`config.mk`:
```
export PLATFORM = sky130hd
export DESIGN_NAME = pc_fetch_ctrl
export DESIGN_NICKNAME = d
export VERILOG_FILES = /design/src/rtl/pc_fetch_ctrl.sv
export SDC_FILE = /design/constraint.sdc
export NUM_CORES = 1
export LEC_CHECK = 0
export BUFFER_PORTS_ARGS = -buffer_cell sky130_fd_sc_hd__buf_2
export CAP_MARGIN = 20
export CORE_AREA = 2 2 72 143
export CTS_CLUSTER_DIAMETER = 120
export DETAILED_ROUTE_END_ITERATION = 8
export DIE_AREA = 0 0 74 145
export PLACE_DENSITY_LB_ADDON = 0.05
export SLEW_MARGIN = 10
export SYNTH_ARGS = -nofsm -noshare
export SYNTH_HDL_FRONTEND = slang
export SYNTH_SLANG_ARGS = --single-unit
```
`constraint.sdc`:
```
create_clock -name clk_in -period 4.47 [get_ports clk_in]
set_input_delay 0.6705 -clock clk_in [delete_from_list [all_inputs] [get_ports clk_in]]
set_output_delay 0.6705 -clock clk_in [all_outputs]
set_load 0.005 [all_outputs]
```
`src/rtl/pc_fetch_ctrl.sv`:
```
// Registered PC / fetch-address controller with redirect parking while fetch is blocked.
// Build option PCFETCH_RVC_EN: 2-byte target alignment, misaligned pulse tied low.
module pc_fetch_ctrl #(
    parameter int          XLEN         = 32,
    parameter logic [31:0] RESET_VECTOR = 32'h0000_0000
) (
    input  logic            clk_in,
    input  logic            rst_in,
    input  logic [1:0]      pc_src_in,
    input  logic            branch_taken_in,
    input  logic [XLEN-1:0] iaddr_in,
    input  logic [XLEN-1:0] epc_in,
    input  logic [XLEN-1:0] trap_address_in,
    input  logic            stall_in,
    input  logic            ahb_ready_in,
    output logic [XLEN-1:0] iaddr_out,
    output logic [XLEN-1:0] pc_plus_4_out,
    output logic            fetch_valid_out,
    output logic            redirect_pending_out,
    output logic            misaligned_instr_logic_out
);

    localparam logic [XLEN-1:0] RST_PC = XLEN'(RESET_VECTOR);

    typedef enum logic [1:0] {ST_RESET, ST_RUN, ST_HOLD} state_t;

    state_t          state_q, state_d;
    logic [XLEN-1:0] pc_q, pc_d;
    logic [XLEN-1:0] hold_addr_q, hold_addr_d;
    logic            hold_br_q, hold_br_d;
    logic            mis_q, mis_d;

    logic            br_req;
    logic            misaligned;
    logic            redirect;
    logic            adv;
    logic [XLEN-1:0] target;

    assign iaddr_out            = pc_q;
    assign pc_plus_4_out        = pc_q + XLEN'(4);
    assign fetch_valid_out      = (state_q != ST_RESET);
    assign redirect_pending_out = (state_q == ST_HOLD);
    assign adv                  = fetch_valid_out & ahb_ready_in & ~stall_in;

    always_comb begin
        br_req = (pc_src_in == 2'b11) & branch_taken_in;
`ifdef PCFETCH_RVC_EN
        misaligned = 1'b0;
`else
        misaligned = br_req & iaddr_in[1];
`endif
        // A misaligned branch degrades to the sequential path, so it is not a redirect.
        redirect = (pc_src_in != 2'b11) | (br_req & ~misaligned);

        case (pc_src_in)
            2'b00:   target = RST_PC;
            2'b01:   target = epc_in;
            2'b10:   target = trap_address_in;
            default: target = br_req ? (iaddr_in & ~XLEN'(1)) : pc_plus_4_out;
        endcase
    end

    always_comb begin
        state_d     = state_q;
        pc_d        = pc_q;
        hold_addr_d = hold_addr_q;
        hold_br_d   = hold_br_q;
        mis_d       = misaligned;

        case (state_q)
            ST_RESET: begin
                state_d = ST_RUN;
            end
            ST_RUN: begin
                if (adv) begin
                    pc_d = redirect ? target : pc_plus_4_out;
                end else if (redirect) begin
                    hold_addr_d = target;
                    hold_br_d   = (pc_src_in == 2'b11);
                    state_d     = ST_HOLD;
                end
            end
            ST_HOLD: begin
                if (adv) begin
                    pc_d    = redirect ? target : hold_addr_q;
                    state_d = ST_RUN;
                end else if (redirect && (pc_src_in != 2'b11 || hold_br_q)) begin
                    // A branch may only replace a parked branch, never a trap/EPC/reset redirect.
                    hold_addr_d = target;
                    hold_br_d   = (pc_src_in == 2'b11);
                end
            end
            default: begin
                state_d = ST_RUN;
            end
        endcase
    end

    always_ff @(posedge clk_in or posedge rst_in) begin
        if (rst_in) begin
            state_q <= ST_RESET;
            pc_q    <= RST_PC;
            hold_br_q <= 1'b0;
            mis_q   <= 1'b0;
        end else begin
            state_q <= state_d;
            pc_q    <= pc_d;
            hold_br_q <= hold_br_d;
            mis_q   <= mis_d;
        end
    end

    always_ff @(posedge clk_in) begin
        hold_addr_q <= hold_addr_d;
    end

`ifdef PCFETCH_RVC_EN
    assign misaligned_instr_logic_out = 1'b0;
`else
    assign misaligned_instr_logic_out = mis_q;
`endif

endmodule

```
==> run_results.csv <==
group,metric,value,unit
setup_path,crit_chain,"nand3_1, nor4_1, nand4_1, xnor2_1, buf_2",
clocking,clock_latency,340,ps
setup_path,max_stage_delay,850,ps
clocking,root_buffer,"clkbuf_16",
timing,skew,7.48,ps
yosys,ys_types,73,
finish,stdcell_area,6490,µm²
clocking,tritoncts,"built",
yosys,synth_top_cells_by_area,"edfxtp_1, dfrtp_1, nor2_1",
timing,tightest_slew,984,ps
global_route,antenna_found_initial,0,
clocking,cts.sinks,68,
timing,relSlewSlack,34.4,%
power,p_leak,2.77,nW
clocking,cts.htree.levels,3,
worst_hold_path,hp-class,"primary input to asynchronous set/reset pin",
yosys,synth_edf_count,32,
clocking,cts.path.max_buffers,2,
yosys,synth_area,5300,µm²
routing,routed_wl,19200,µm
finish,fin_nets,877,
setup_path,startpoint_type,"flip-flop",
clocking,cts_buffers,9,
global_route,grt_max_degree,43,
yosys,async_reset_ff_share,52.9,%
setup_path,end_kind,"primary output",
finish,area_growth,22.4,%
setup_path,arrival,2990,ps
finish,drive_gt1_share,28.4,%
place,routabilityCongestion,0.950,
yosys,yosysTopAreaCell,"edfxtp_1",
routing,num_vias,6022,
yosys,synthFlopType,"dfrtp_1",
clocking,cts-resized-gates,0,
routing,antenna_left,0,
job,drv_cap,0,
timing,timing.fmax,273,MHz
routing,viasPerCell,6.62,
yosys,synth_nets,739,
global_route,use_met1,41.6,%
yosys,ys_seq_elements,68,
timing,finalCriticalPeriod,3660,ps
die,die_w,74,µm
global_route,grt_pass1_vias,5963,
finish,most-common-layout-cells,"buf_2, nor2_1, a21oi_1",
finish,final_common_cell,"buf_2",
routing,wire_per_inst,21.1,µm
die,core-area,9640,µm²
place,hpwl,13700,µm
clocking,hold_buffers,0,
power,cellPowerDensity,554,nW/µm²
timing,tns,0,ps
yosys,ys_seq_area_share,35.1,%
run_status,status,"complete, no violations",
setup_path,cp.required,3800,ps
die,pin_count,170,
timing,finalSetupViolCount,0,
global_route,met3_usage,5.07,%
routing,drt_iter0_drc,806,
global_route,use_met2,60.8,%
clocking,path_clk_slew,60,ps
setup_path,critPathKind,"flip-flop to primary output",
global_route,grt_pass1_wl,30100,µm
die,die_area,10700,µm²
global_route,grt-busiest-layer,"met2",
timing,slew_viol_final,0,
yosys,synth_cells,635,
timing,min_period_over_period,81.8,%
die,initial_core_util,55.0,%
place,postPlaceCellArea,6160,µm²
place,io_buffers,168,
timing,hold_violations,0,
yosys,syn_avg_cell_area,8.34,µm²
die,rows,51,
timing,rsz0062_at_grt,"false",
global_route,gr-total-overflow,0,
global_route,grt_use_total,36.2,%
power,ir_drop,0.379,mV
clocking,post_cts_buffers,0,
yosys,yosysWarningCount,0,
yosys,synth_top_area_share,18.1,%
die,die_h,145,µm
routing,first_pass_iters,8,
setup_path,crit_path_max_fanout,11,
setup_path,crit_slowest_cell,"nor4_1",
finish,n_antenna_cell,0,
routing,drcViolationCount,0,
## layout make-up
class,count,area [µm²]
Timing Repair Buffer,185,976
Clock inverter,7,91.3
Inverter,16,60.1
Multi-Input combinational cell,493,3110
Tap cell,132,165
Clock buffer,9,225
Sequential cell,68,1860
Fill cell,806,3150
## cell families (layout without fill, tap and decap cells)
group | count (synthesis) | in the layout | share of synthesized area (%)
AOI/OAI and AO/OA | 216 | 216 | 29.1
xor gates and xnor gates | 25 | 25 | 4.27
adders and majority gates | 1 | 1 | 0.236
buffers and inverters | 74 | 217 | 6.66
DFF | 68 | 68 | 35.1
muxes | 3 | 3 | 0.567
and+or+nand+nor | 248 | 248 | 24.0
## flip-flops by register name, summed over array words and instances (netlist names)
register	flops
hold_addr_q	32
hold_br_q	1
iaddr_out	32
misaligned_instr_logic_out	1
state_q	2
## metrics by stage
stage	utilization [%]	worst slack [ps]	power [mW]	hold WS, ps	std cells
finish	67.3	812	3.59	448	910
floorplan	-	1370	2.15	488	635
CTS	67.2	884	3.56	466	909
global route	67.3	610	3.79	493	910
global placement	63.9	1230	2.73	509	893
detailed placement	63.9	1270	2.78	541	893
## cells in the mapped netlist, types with 6 or more instances
| library cell | instances |
|---|---|
| a211oi_1 | 10 |
| a21oi_1 | 46 |
| a221o_1 | 14 |
| a221oi_1 | 12 |
| a222oi_1 | 7 |
| a22o_1 | 21 |
| a22oi_1 | 13 |
| a31oi_1 | 15 |
| and3_1 | 12 |
| buf_2 | 11 |
| clkbuf_1 | 32 |
| dfrtp_1 | 36 |
| edfxtp_1 | 32 |
| inv_1 | 15 |
| nand2_1 | 44 |
| nand2b_1 | 12 |
| nand3_1 | 22 |
| nand4_1 | 17 |
| nor2_1 | 74 |
| nor2b_1 | 9 |
| nor3_1 | 14 |
| nor4_1 | 7 |
| o211ai_1 | 8 |
| o21ai_0 | 31 |
| or3_1 | 6 |
| xnor2_1 | 15 |
| xor2_1 | 9 |
## metal layers
layer	vias up	share of wire, %
met5	-	0
met4	0	5.4
met3	78	7.2
met2	378	52
met1	2854	35
li1	2712	-
## power by group
part	switching (mW)	internal [mW]
Sequential	0.353	0.990
Clock	0.285	0.485
Combinational	0.847	0.633
Total	1.48	2.11
## worst paths after layout
path	cells past startpoint	from	to	slack, ps
setup / recovery	5	iaddr_out[4]	pc_plus_4_out[27]	810
hold / removal	3	rst_in	iaddr_out[9]	450
setup reg to reg	7	state_q[0]	iaddr_out[26]	1290
hold reg to reg	1	hold_br_q	hold_br_q	560
max in group asynchronous	3	rst_in	iaddr_out[22]	3650
min in group clk_in	1	hold_br_q	hold_br_q	560
## worst max-delay path: cells and delay by family (launching register included)
family	cells	cell delay, ps
xor+xnor	1	340
buf+inv	1	170
flops	1	450
simple gates	3	1670
Note: power is estimated with default switching activity, not from simulation.
